### config.mk
export PLATFORM = sky130hd
export DESIGN_NAME = seq_multiplier
export DESIGN_NICKNAME = d
export VERILOG_FILES = /design/src/rtl/mul_pkg.sv /design/src/rtl/seq_multiplier_twos_abs.sv /design/src/rtl/seq_multiplier.sv
export SDC_FILE = /design/constraint.sdc
export NUM_CORES = 1
export LEC_CHECK = 0
export CORE_MARGIN = 2
export CORE_UTILIZATION = 35
export CTS_BUF_LIST = sky130_fd_sc_hd__clkbuf_16
export CTS_CLUSTER_SIZE = 12
export DETAILED_ROUTE_END_ITERATION = 7
export PLACE_DENSITY = 0.53
export SLEW_MARGIN = 20
export SYNTH_ARGS = -nofsm -noshare
export SYNTH_HDL_FRONTEND = slang
export SYNTH_HIERARCHICAL = 1
export SYNTH_SLANG_ARGS = --single-unit
### constraint.sdc
create_clock -name clk -period 3.9 [get_ports clk]
set_input_delay 0.39 -clock clk [delete_from_list [all_inputs] [get_ports clk]]
set_output_delay 0.39 -clock clk [all_outputs]
set_load 0.05 [all_outputs]
### src/rtl/mul_pkg.sv
// Shared types and helpers for the sequential shift-add multiplier.
package mul_pkg;

  typedef enum logic [1:0] {
    IDLE = 2'd0,
    RUN  = 2'd1,
    DONE = 2'd2
  } mul_state_e;

  // Step counter must reach WIDTH-1 and is sized to also hold WIDTH.
  function automatic int cnt_width(input int width);
    return $clog2(width + 1);
  endfunction

endpackage

### src/rtl/seq_multiplier_twos_abs.sv
// Splits an operand into an unsigned magnitude and a sign bit.
module twos_abs #(
  parameter int WIDTH = 8
) (
  input  logic [WIDTH-1:0] value,
  input  logic             signed_mode,
  output logic [WIDTH-1:0] magnitude,
  output logic             sign
);

  // -2^(WIDTH-1) negates to itself, which is exactly its unsigned magnitude.
  assign sign      = signed_mode & value[WIDTH-1];
  assign magnitude = sign ? (~value + WIDTH'(1)) : value;

endmodule

### src/rtl/seq_multiplier.sv
// Radix-2 LSB-first shift-add multiplier, unsigned or two's-complement, WIDTH cycles per product.
module seq_multiplier
  import mul_pkg::*;
#(
  parameter int WIDTH = 8
) (
  input  logic               clk,
  input  logic               rst_n,
  input  logic               start,
  input  logic               signed_mode,
  input  logic [WIDTH-1:0]   a,
  input  logic [WIDTH-1:0]   b,
  output logic               busy,
  output logic               done,
  output logic [2*WIDTH-1:0] p,
  output logic [1:0]         state_dbg
);

  localparam int CW = cnt_width(WIDTH);
  localparam int AW = 2 * WIDTH + 1;

  // Handshake: start is honoured only in IDLE or DONE and latches a, b and
  // signed_mode on that edge; busy covers the WIDTH step cycles, done is a
  // single-cycle pulse on the edge p is loaded, and busy/done never overlap.

  mul_state_e       state;
  logic [AW-1:0]    acc;
  logic [WIDTH-1:0] mcand;
  logic [WIDTH-1:0] mplier;
  logic             neg;
  logic [CW-1:0]    cnt;

  logic [WIDTH-1:0]   mag_a, mag_b;
  logic               sign_a, sign_b;
  logic               accept;
  logic               last_step;
  logic [WIDTH:0]     sum;
  logic [AW-1:0]      acc_next;
  logic [2*WIDTH-1:0] prod;
  logic [2*WIDTH-1:0] p_next;

  twos_abs #(.WIDTH(WIDTH)) u_abs_a (
    .value       (a),
    .signed_mode (signed_mode),
    .magnitude   (mag_a),
    .sign        (sign_a)
  );

  twos_abs #(.WIDTH(WIDTH)) u_abs_b (
    .value       (b),
    .signed_mode (signed_mode),
    .magnitude   (mag_b),
    .sign        (sign_b)
  );

  assign accept    = start && (state == IDLE || state == DONE);
  assign last_step = (state == RUN) && (cnt == CW'(WIDTH - 1));

  // Upper half keeps its carry bit, so the add can never overflow.
  assign sum      = acc[AW-1:WIDTH] + {1'b0, (mplier[0] ? mcand : {WIDTH{1'b0}})};
  assign acc_next = {1'b0, sum, acc[WIDTH-1:1]};
  assign prod     = acc_next[2*WIDTH-1:0];
  assign p_next   = neg ? (~prod + (2*WIDTH)'(1)) : prod;

  assign state_dbg = state;

  always_ff @(posedge clk or negedge rst_n) begin
    if (!rst_n) begin
      state  <= IDLE;
      acc    <= '0;
      mcand  <= '0;
      mplier <= '0;
      neg    <= 1'b0;
      cnt    <= '0;
      busy   <= 1'b0;
      done   <= 1'b0;
      p      <= '0;
    end else begin
      done <= 1'b0;
      if (accept) begin
        mcand  <= mag_a;
        mplier <= mag_b;
        neg    <= sign_a ^ sign_b;
        acc    <= '0;
        cnt    <= '0;
        busy   <= 1'b1;
        state  <= RUN;
      end else begin
        case (state)
          RUN: begin
            acc    <= acc_next;
            mplier <= mplier >> 1;
            cnt    <= cnt + CW'(1);
            if (last_step) begin
              p     <= p_next;
              busy  <= 1'b0;
              done  <= 1'b1;
              state <= DONE;
            end
          end
          DONE:    state <= IDLE;
          default: state <= IDLE;
        endcase
      end
    end
  end

endmodule

; Word level (Yosys, flattened, before mapping)
; Cells that the tools add are included.
[word_totals]
ff_bits = 58
inputBits = 20
output_inout_bits = 20
word_cells = 52
[classes]
n_addsub = 5
n_eq_ne = 4
mux = 19
bitwise_logic = 7
n_reduce_logical = 8
[op_table]
columns = cell, n
row1 = $mux W8, 5
row2 = $mux W17, 2
row3 = $add A16 B1 Y16 const B, 1
row4 = $add A8 B1 Y8 const B, 2
row5 = $mux W16, 1
row6 = $not A16 Y16, 1
row7 = $not A8 Y8, 2
row8 = $add A9 B8 Y9, 1
row9 = $mux W4, 2
row10 = $mux W1, 6
row11 = $mux W2, 3
row12 = $add A4 B1 Y4 const B, 1
row13 = $eq A4 B3 Y1 const B, 1
row14 = $reduce_bool A2 Y1, 2
row15 = $ne A3 B3 Y1 const B, 1
row16 = $reduce_and A3 Y1, 1
row17 = $and A1 B1 Y1, 2
row18 = $eq A2 B1 Y1 const B, 1
row19 = $eq A2 B2 Y1 const B, 1
row20 = $logic_and A1 B1 Y1, 2
row21 = $logic_not A2 Y1, 1
row22 = $reduce_and A2 Y1, 1
row23 = $logic_or A1 B1 Y1, 1
row24 = $not A1 Y1, 1
row25 = $xor A1 B1 Y1, 1

; Logic depth before layout (Yosys ltp)
; Gate-level depths: netlist (run 1).
[depth]
ltp_word = 5
depth_mapped = 9
mapped_depth_nobuf = 9

; Modules after synthesis
; Netlist (run 1), hierarchy kept.
[modules_own_cells]
columns = module, n_inst, cells_per_inst, area_each_um2
row1 = seq_multiplier, 1, 298, 2925.3
row2 = twos_abs, 2, 25, 156.4

; Worst setup path after synthesis (run 1)
; Ideal clock, no wire load.
[synth_path]
path_kind = reg-to-reg
from = register mplier[0]
to = register p[14]
setup_time_ns = 0.122
arrival_time_ns = 2.766
t_required_ns = 3.778
slack_ns = 1.012
path_stages_with_launch = 10
path_buffers = 0
period_less_slack_ns = 2.888
path_cell_list = dfrtp_1 > and2_1 > ha_1 > fa_1 > or4_4 > or3_1 > o21bai_4 > o41ai_4 > xor2_1 > o21ai_1
[synth_via]
elab_chain_len = 5
[synth_rtl]
columns = item, line
row1 = from (decl), seq_multiplier.sv:29  ; logic [WIDTH-1:0] mplier;
row2 = from (signal assigned), seq_multiplier.sv:82  ; mplier <= mag_b;
row3 = from (signal assigned), seq_multiplier.sv:92  ; mplier <= mplier >> 1;
row4 = $mux W8 *, seq_multiplier.sv:60  ; assign sum = acc[AW-1:WIDTH] + {1'b0, (mplier[0] ? mcand : {WIDTH{1'b0}})};
row5 = $add A9 B8 Y9 *, seq_multiplier.sv:60
row6 = $not A16 Y16, seq_multiplier.sv:63  ; assign p_next = neg ? (~prod + (2*WIDTH)'(1)) : prod;
row7 = $add A16 B1 Y16, seq_multiplier.sv:63
row8 = $mux W16 *, seq_multiplier.sv:63
row9 = to (signal assigned), seq_multiplier.sv:95  ; p <= p_next;
row10 = to (decl), seq_multiplier.sv:15  ; output logic [2*WIDTH-1:0] p,
; Every way passes the cells marked *; elsewhere a longest branch is shown, timed or not.
; A chain may end at the register's enable or synchronous reset.

; Worst setup path after layout (run 1)
; Ends and elaborated chain as after synthesis.

==> flow_summary.json, run 1 <==
{
  "status": "complete, no violations",
  "pre_cts_ws_ps": 847,
  "synth_top_family_by_area": "simple AND/OR/NAND/NOR gates",
  "ys_types": 56,
  "drc": 0,
  "leakage_nw": 1.74,
  "syn_area_um2": 3240,
  "syn_nets": 381,
  "critPathKind": "flip-flop to flip-flop",
  "reg2reg_to": "p[14]",
  "cts_sinks": 56,
  "final_cell_count_no_fill": 495,
  "synthArstFlopShare_pct": 100,
  "final_common_cell": "nand2_1",
  "synth-edff-count": 0,
  "crit_path_top_delay_cell": "or4_4",
  "rrSetupSlack_ps": 840,
  "cp_top_family": "simple AND/OR/NAND/NOR gates",
  "avgViaCountPerCell": 5.00,
  "power.density_nw_per_um2": 893,
  "hold-worst-slack_ps": 67.8,
  "worstSkewPairLatency_ps": 290,
  "synth_compound_area_share_pct": 18.5,
  "min_period_ps": 3060,
  "port_buffers": 39,
  "antenna_found_initial": 0,
  "drive_gt1_share_pct": 8.33,
  "area_growth_pct": 19.7,
  "firstDrtPassIters": 4,
  "r2r_cells": 9,
  "dp_hpwl_um": 4880,
  "h-tree-depth": 2,
  "synthMuxAreaShare_pct": 0.618,
  "cts-root-buf": "clkbuf_16",
  "synthXorXnorAreaFrac_pct": 7.53,
  "grt_max_degree": 34,
  "antennaDiodeCount": 0,
  "start_util_pct": 35.5,
  "hp-class": "primary input to async pin",
  "syn_inst": 348,
  "finalSetupTns_ps": 0,
  "ir_drop_mv": 0.287,
  "clock_path_buffers": 2,
  "critPathArrivalTime_ps": 3230,
  "stdcell_area_um2": 3880,
  "fin_ws_ps": 842,
  "post-cts-setup-buffers": 0,
  "cp_max_fo": 9,
  "p_sw_mw": 1.55,
  "crit_path_end_kind": "flip-flop",
  "drv_slew": 0,
  "final_cell_mix": "68 x nand2_1, 56 x dfrtp_1, 38 x clkdlybuf4s50_1",
  "postRouteWirelength_um": 6560,
  "nets": 416,
  "rows": 35,
  "finalCritPeriodShare_pct": 78.4,
  "grt_usage_pct": 14.3,
  "final_antenna_net_count": 0,
  "fp.dieW_um": 100,
  "drt_iter0_drc": 83,
  "synthTopCellsByArea": "dfrtp_1 43%, nand2_1 7.9%, xor2_1 6.5%, ha_1 4.6%, a22o_1 3.8%",
  "wl_per_cell_um": 13.2,
  "place_congestion": 0.746,
  "r2r_start": "mplier[0]",
  "io_pins": 40,
  "dp.cells": 487,
  "startpoint_type": "flip-flop",
  "combPwrFrac_pct": 54.9,
  "cts_made_buffers": 5,
  "placed_cell_area_um2": 3710,
  "cts_resized": 0,
  "rsz0062_at_grt": "no",
  "cp_num_cells": 9,
  "fin_util_pct": 42.6,
  "hold_violations": 0,
  "p_clk_share_pct": 15.0,
  "relSlewSlack_pct": 45.8,
  "p_int_mw": 1.91,
  "dieArea_um2": 10000,
  "crit_chain": "and2_1 > ha_1 > fa_1 > or4_4 > or3_1 > o21bai_4 > o41ai_4 > xor2_1 > o21ai_1",
  "seq_area_frac_synth_pct": 43.3,
  "yosys.area.top_type_share_pct": 43.3,
  "drv_cap": 0,
  "swShare_pct": 44.8,
  "power.share.sequential_pct": 30.1,
  "synth_top_area_cell": "dfrtp_1",
  "clock_skew_ps": 6.30,
  "synth_simple_gate_area_share_pct": 20.7,
  "p_total_mw": 3.46,
  "ys.flop_type": "dfrtp_1",
  "synth_warnings": 6,
  "tightestPinTransition_ps": 813,
  "critical_path_required_ps": 4080,
  "syn_avg_cell_area_um2": 9.30,
  "grt_pass1_wl_um": 11700,
  "overflow": 0,
  "cp_slowest_stage_delay_ps": 570,
  "synthAdderAreaFrac_pct": 5.26,
  "path_clk_slew_ps": 80,
  "synth-seq-cells": 56,
  "die_y_um": 100,
  "grt_pass1_vias": 2464,
  "ctsHoldBuffers": 0,
  "fmax_mhz": 327,
  "cts_tree": "built",
  "setup_violations": 0,
  "path_buf_inv": 0,
  "coreArea_um2": 9110,
  "vias": 2476
}
sequential cells by signal (all words and copies together), names as in the netlist:
register and flops:
acc 15, busy 1, cnt 4, done 1, mcand 8, mplier 8, neg 1, p 16
state_dbg 2
kinds of logic after synthesis:
logic type,after synthesis
DFF,56
adders and majority gates,13
and+or+nand+nor,141
buffers and inverters,26
AOI/OAI and AO/OA,83
xor gates and xnor gates,27
muxes,2
final cells by class:
| class | instances | area (µm²) |
|---|---|---|
| sequential | 56 | 1400 |
| inverter | 11 | 41.3 |
| clock inverter | 3 | 46.3 |
| clock buffer | 5 | 125 |
| timing repair buffer | 43 | 415 |
| tap | 111 | 139 |
| fill | 936 | 5230 |
| multi-input combinational | 266 | 1710 |
per-layer routing:
layer | wire length [µm] | track usage, % | vias up
met5 | 0 | 0 | -
li1 | - | - | 1274
met3 | 220 | 2.72 | 2
met1 | 3400 | 20.2 | 1157
met4 | 19 | 2.53 | 0
met2 | 2920 | 23.2 | 43
synthesized netlist by cell type, drive strengths merged, types with 3 or more instances:
| library cell | n |
|---|---|
| a21oi | 17 |
| a22o | 15 |
| a31oi | 5 |
| and2 | 8 |
| buf | 4 |
| clkbuf | 11 |
| dfrtp | 56 |
| ha | 12 |
| inv | 11 |
| nand2 | 69 |
| nand3 | 3 |
| nor2 | 30 |
| nor2b | 4 |
| nor3 | 8 |
| nor4 | 3 |
| o21ai | 24 |
| o31ai | 4 |
| or2 | 3 |
| or3 | 3 |
| xnor2 | 3 |
| xor2 | 24 |
worst reg2reg max path: cells and delay by family, from the launching register on:
family | cells | cell delay [ps]
AOI/OAI and AO/OA | 3 | 480
xor gates and xnor gates | 1 | 170
adders and majority gates | 2 | 720
DFF | 1 | 440
and+or+nand+nor | 3 | 1130
worst max path at each step:
| stage | start | endpoint | slack (ps) |
|---|---|---|---|
| finish | mplier[0] | p[14] | 840 |
| detailed placement | mplier[0] | p[14] | 850 |
| global placement | mplier[0] | p[14] | 910 |
| CTS | mplier[0] | p[14] | 840 |
| floorplan | mplier[0] | p[14] | 1010 |
| global route | mplier[0] | p[14] | 730 |
power by group through the flow:
stage               Combinational [mW]  Sequential (mW)  Clock [mW]
floorplan                         1.19             1.30           0
global placement                  1.90             1.05           0
detailed placement                1.92             1.05           0
CTS                               1.93             1.04       0.535
global route                      2.11             1.09       0.560
finish                            1.90             1.04       0.520
Note: power is estimated with default switching activity, not from simulation.
==> run 2: changes to the inputs <==
clock period = 3.1 ns   (was 3.9 ns; I/O delays follow)
==> run 2 against run 1 <==
  * The flow now finishes with violations (hold timing)
  * Global-route usage is 0.089 points lower
  * Combinational power is 28% higher
  * Largest cell class unchanged
  * Final area is 0.42% higher
  * Largest power group unchanged
==> flow_summary.json, run 2 (synthesized netlist as in run 1, its figures left out) <==
{
  "overflow": 0,
  "antennaDiodeCount": 0,
  "crit_path_top_delay_cell": "or4_4",
  "port_buffers": 39,
  "worstSkewPairLatency_ps": 300,
  "status": "finished with violations",
  "swShare_pct": 44.8,
  "avgViaCountPerCell": 5.00,
  "fp.dieW_um": 100,
  "top_register": "p",
  "cts_tree": "built",
  "cp_slowest_stage_delay_ps": 570,
  "hold-worst-slack_ps": -22.8,
  "cts_made_buffers": 5,
  "power.share.sequential_pct": 29.7,
  "power.density_nw_per_um2": 1130,
  "cts_resized": 0,
  "final_cell_mix": "68 x nand2_1, 56 x dfrtp_1, 38 x clkdlybuf4s50_1",
  "rsz0062_at_grt": "no",
  "leakage_nw": 1.76,
  "grt_pass1_vias": 2441,
  "clock_path_buffers": 2,
  "drt_iter0_drc": 116,
  "dieArea_um2": 10000,
  "coreArea_um2": 9110,
  "area_growth_pct": 20.2,
  "io_pins": 40,
  "drv_slew": 0,
  "p_clk_share_pct": 14.9,
  "cts_sinks": 56,
  "cp_max_fo": 3,
  "h-tree-depth": 2,
  "post-cts-setup-buffers": 0,
  "setup_violations": 0,
  "rows": 35,
  "finalCritPeriodShare_pct": 95.4,
  "drv_cap": 0,
  "min_period_ps": 2960,
  "ctsHoldBuffers": 0,
  "hold_violations": 22,
  "p_sw_mw": 1.96,
  "critical_path_required_ps": 3280,
  "crit_path_end_kind": "flip-flop",
  "grt_max_degree": 35,
  "path_clk_slew_ps": 80,
  "combPwrFrac_pct": 55.4,
  "largest_register_ffs": 16,
  "startpoint_type": "flip-flop",
  "antenna_found_initial": 0,
  "critPathArrivalTime_ps": 3130,
  "vias": 2483,
  "postRouteWirelength_um": 6680,
  "dp.cells": 489,
  "cp_num_cells": 9,
  "cp_top_family": "simple AND/OR/NAND/NOR gates",
  "r2r_cells": 9,
  "final_antenna_net_count": 0,
  "grt_usage_pct": 14.2,
  "drive_gt1_share_pct": 8.81,
  "relSlewSlack_pct": 43.8,
  "reg.largest.list": "p: 16 flops, acc: 15 flops",
  "wl_per_cell_um": 13.4,
  "clock_skew_ps": 7.17,
  "firstDrtPassIters": 4,
  "cts-root-buf": "clkbuf_16",
  "fmax_mhz": 338,
  "grt_pass1_wl_um": 11500,
  "start_util_pct": 35.5,
  "crit_chain": "and2_1 > ha_1 > fa_1 > or4_4 > or3_1 > o21bai_4 > o41ai_4 > xor2_1 > o21ai_1",
  "final_common_cell": "nand2_1",
  "hp-class": "primary input to async pin",
  "finalSetupTns_ps": 0,
  "p_int_mw": 2.42,
  "final_cell_count_no_fill": 497,
  "dp_hpwl_um": 4960,
  "path_buf_inv": 0,
  "drc": 0,
  "place_congestion": 0.753,
  "nets": 418,
  "ir_drop_mv": 0.332,
  "fin_util_pct": 42.7,
  "die_y_um": 100,
  "p_total_mw": 4.38,
  "tightestPinTransition_ps": 843,
  "critPathKind": "flip-flop to flip-flop",
  "violations": "hold timing"
}
## run 2: area by class of cell
type                    instances  area, µm²
flip-flops and latches         56       1400
inverters                      11       41.3
clock buffers                   5        125
repair buffers                 45        430
fillers                       925       5220
multi-input cells             266       1710
well taps                     111        139
clock inverters                 3       47.5
## run 2: worst reg2reg max path, delay by kind of cell, from the launching register on
| family | cells | cell delay (ps) |
|---|---|---|
| XOR/XNOR | 1 | 170 |
| flip-flops | 1 | 370 |
| AND/OR/NAND/NOR | 3 | 1110 |
| adder cells (fa/ha/maj) | 2 | 700 |
| AO/OA/AOI/OAI | 3 | 500 |
## run 2: per-layer routing
layer | track usage (%) | vias up | share of wire (%) | routed length (µm)
met5 | 0 | - | 0 | 0
met4 | 3.79 | 0 | 1.1 | 75
met3 | 2.51 | 6 | 3.9 | 262
met2 | 23.3 | 53 | 44 | 2940
met1 | 19.5 | 1148 | 51 | 3400
li1 | - | 1276 | - | -
## run 2: final timing paths
path	from	to	slack (ps)
setup / recovery	mcand[0]	p[14]	140
hold / removal	rst_n	done	-20
setup reg to reg	mcand[0]	p[14]	140
hold reg to reg	mcand[0]	mcand[0]	470
max in group asynchronous	rst_n	acc[11]	2290
min in group clk	mcand[0]	mcand[0]	470
## run 2: stage by stage
step / cell area, µm² / setup slack, ps
after global placement: 3720 / 190
final: 3890 / 144
after floorplan: 3240 / 212
after CTS: 3890 / 134
after global routing: 3890 / 40.2
after detailed placement: 3720 / 142
## run 2: power by group through the flow
stage / logic [mW] / registers (mW) / clock network, mW
floorplan: 1.50 / 1.64 / 0
finish: 2.43 / 1.30 / 0.654
detailed placement: 2.43 / 1.32 / 0
CTS: 2.44 / 1.31 / 0.674
global placement: 2.41 / 1.31 / 0
global route: 2.69 / 1.36 / 0.704
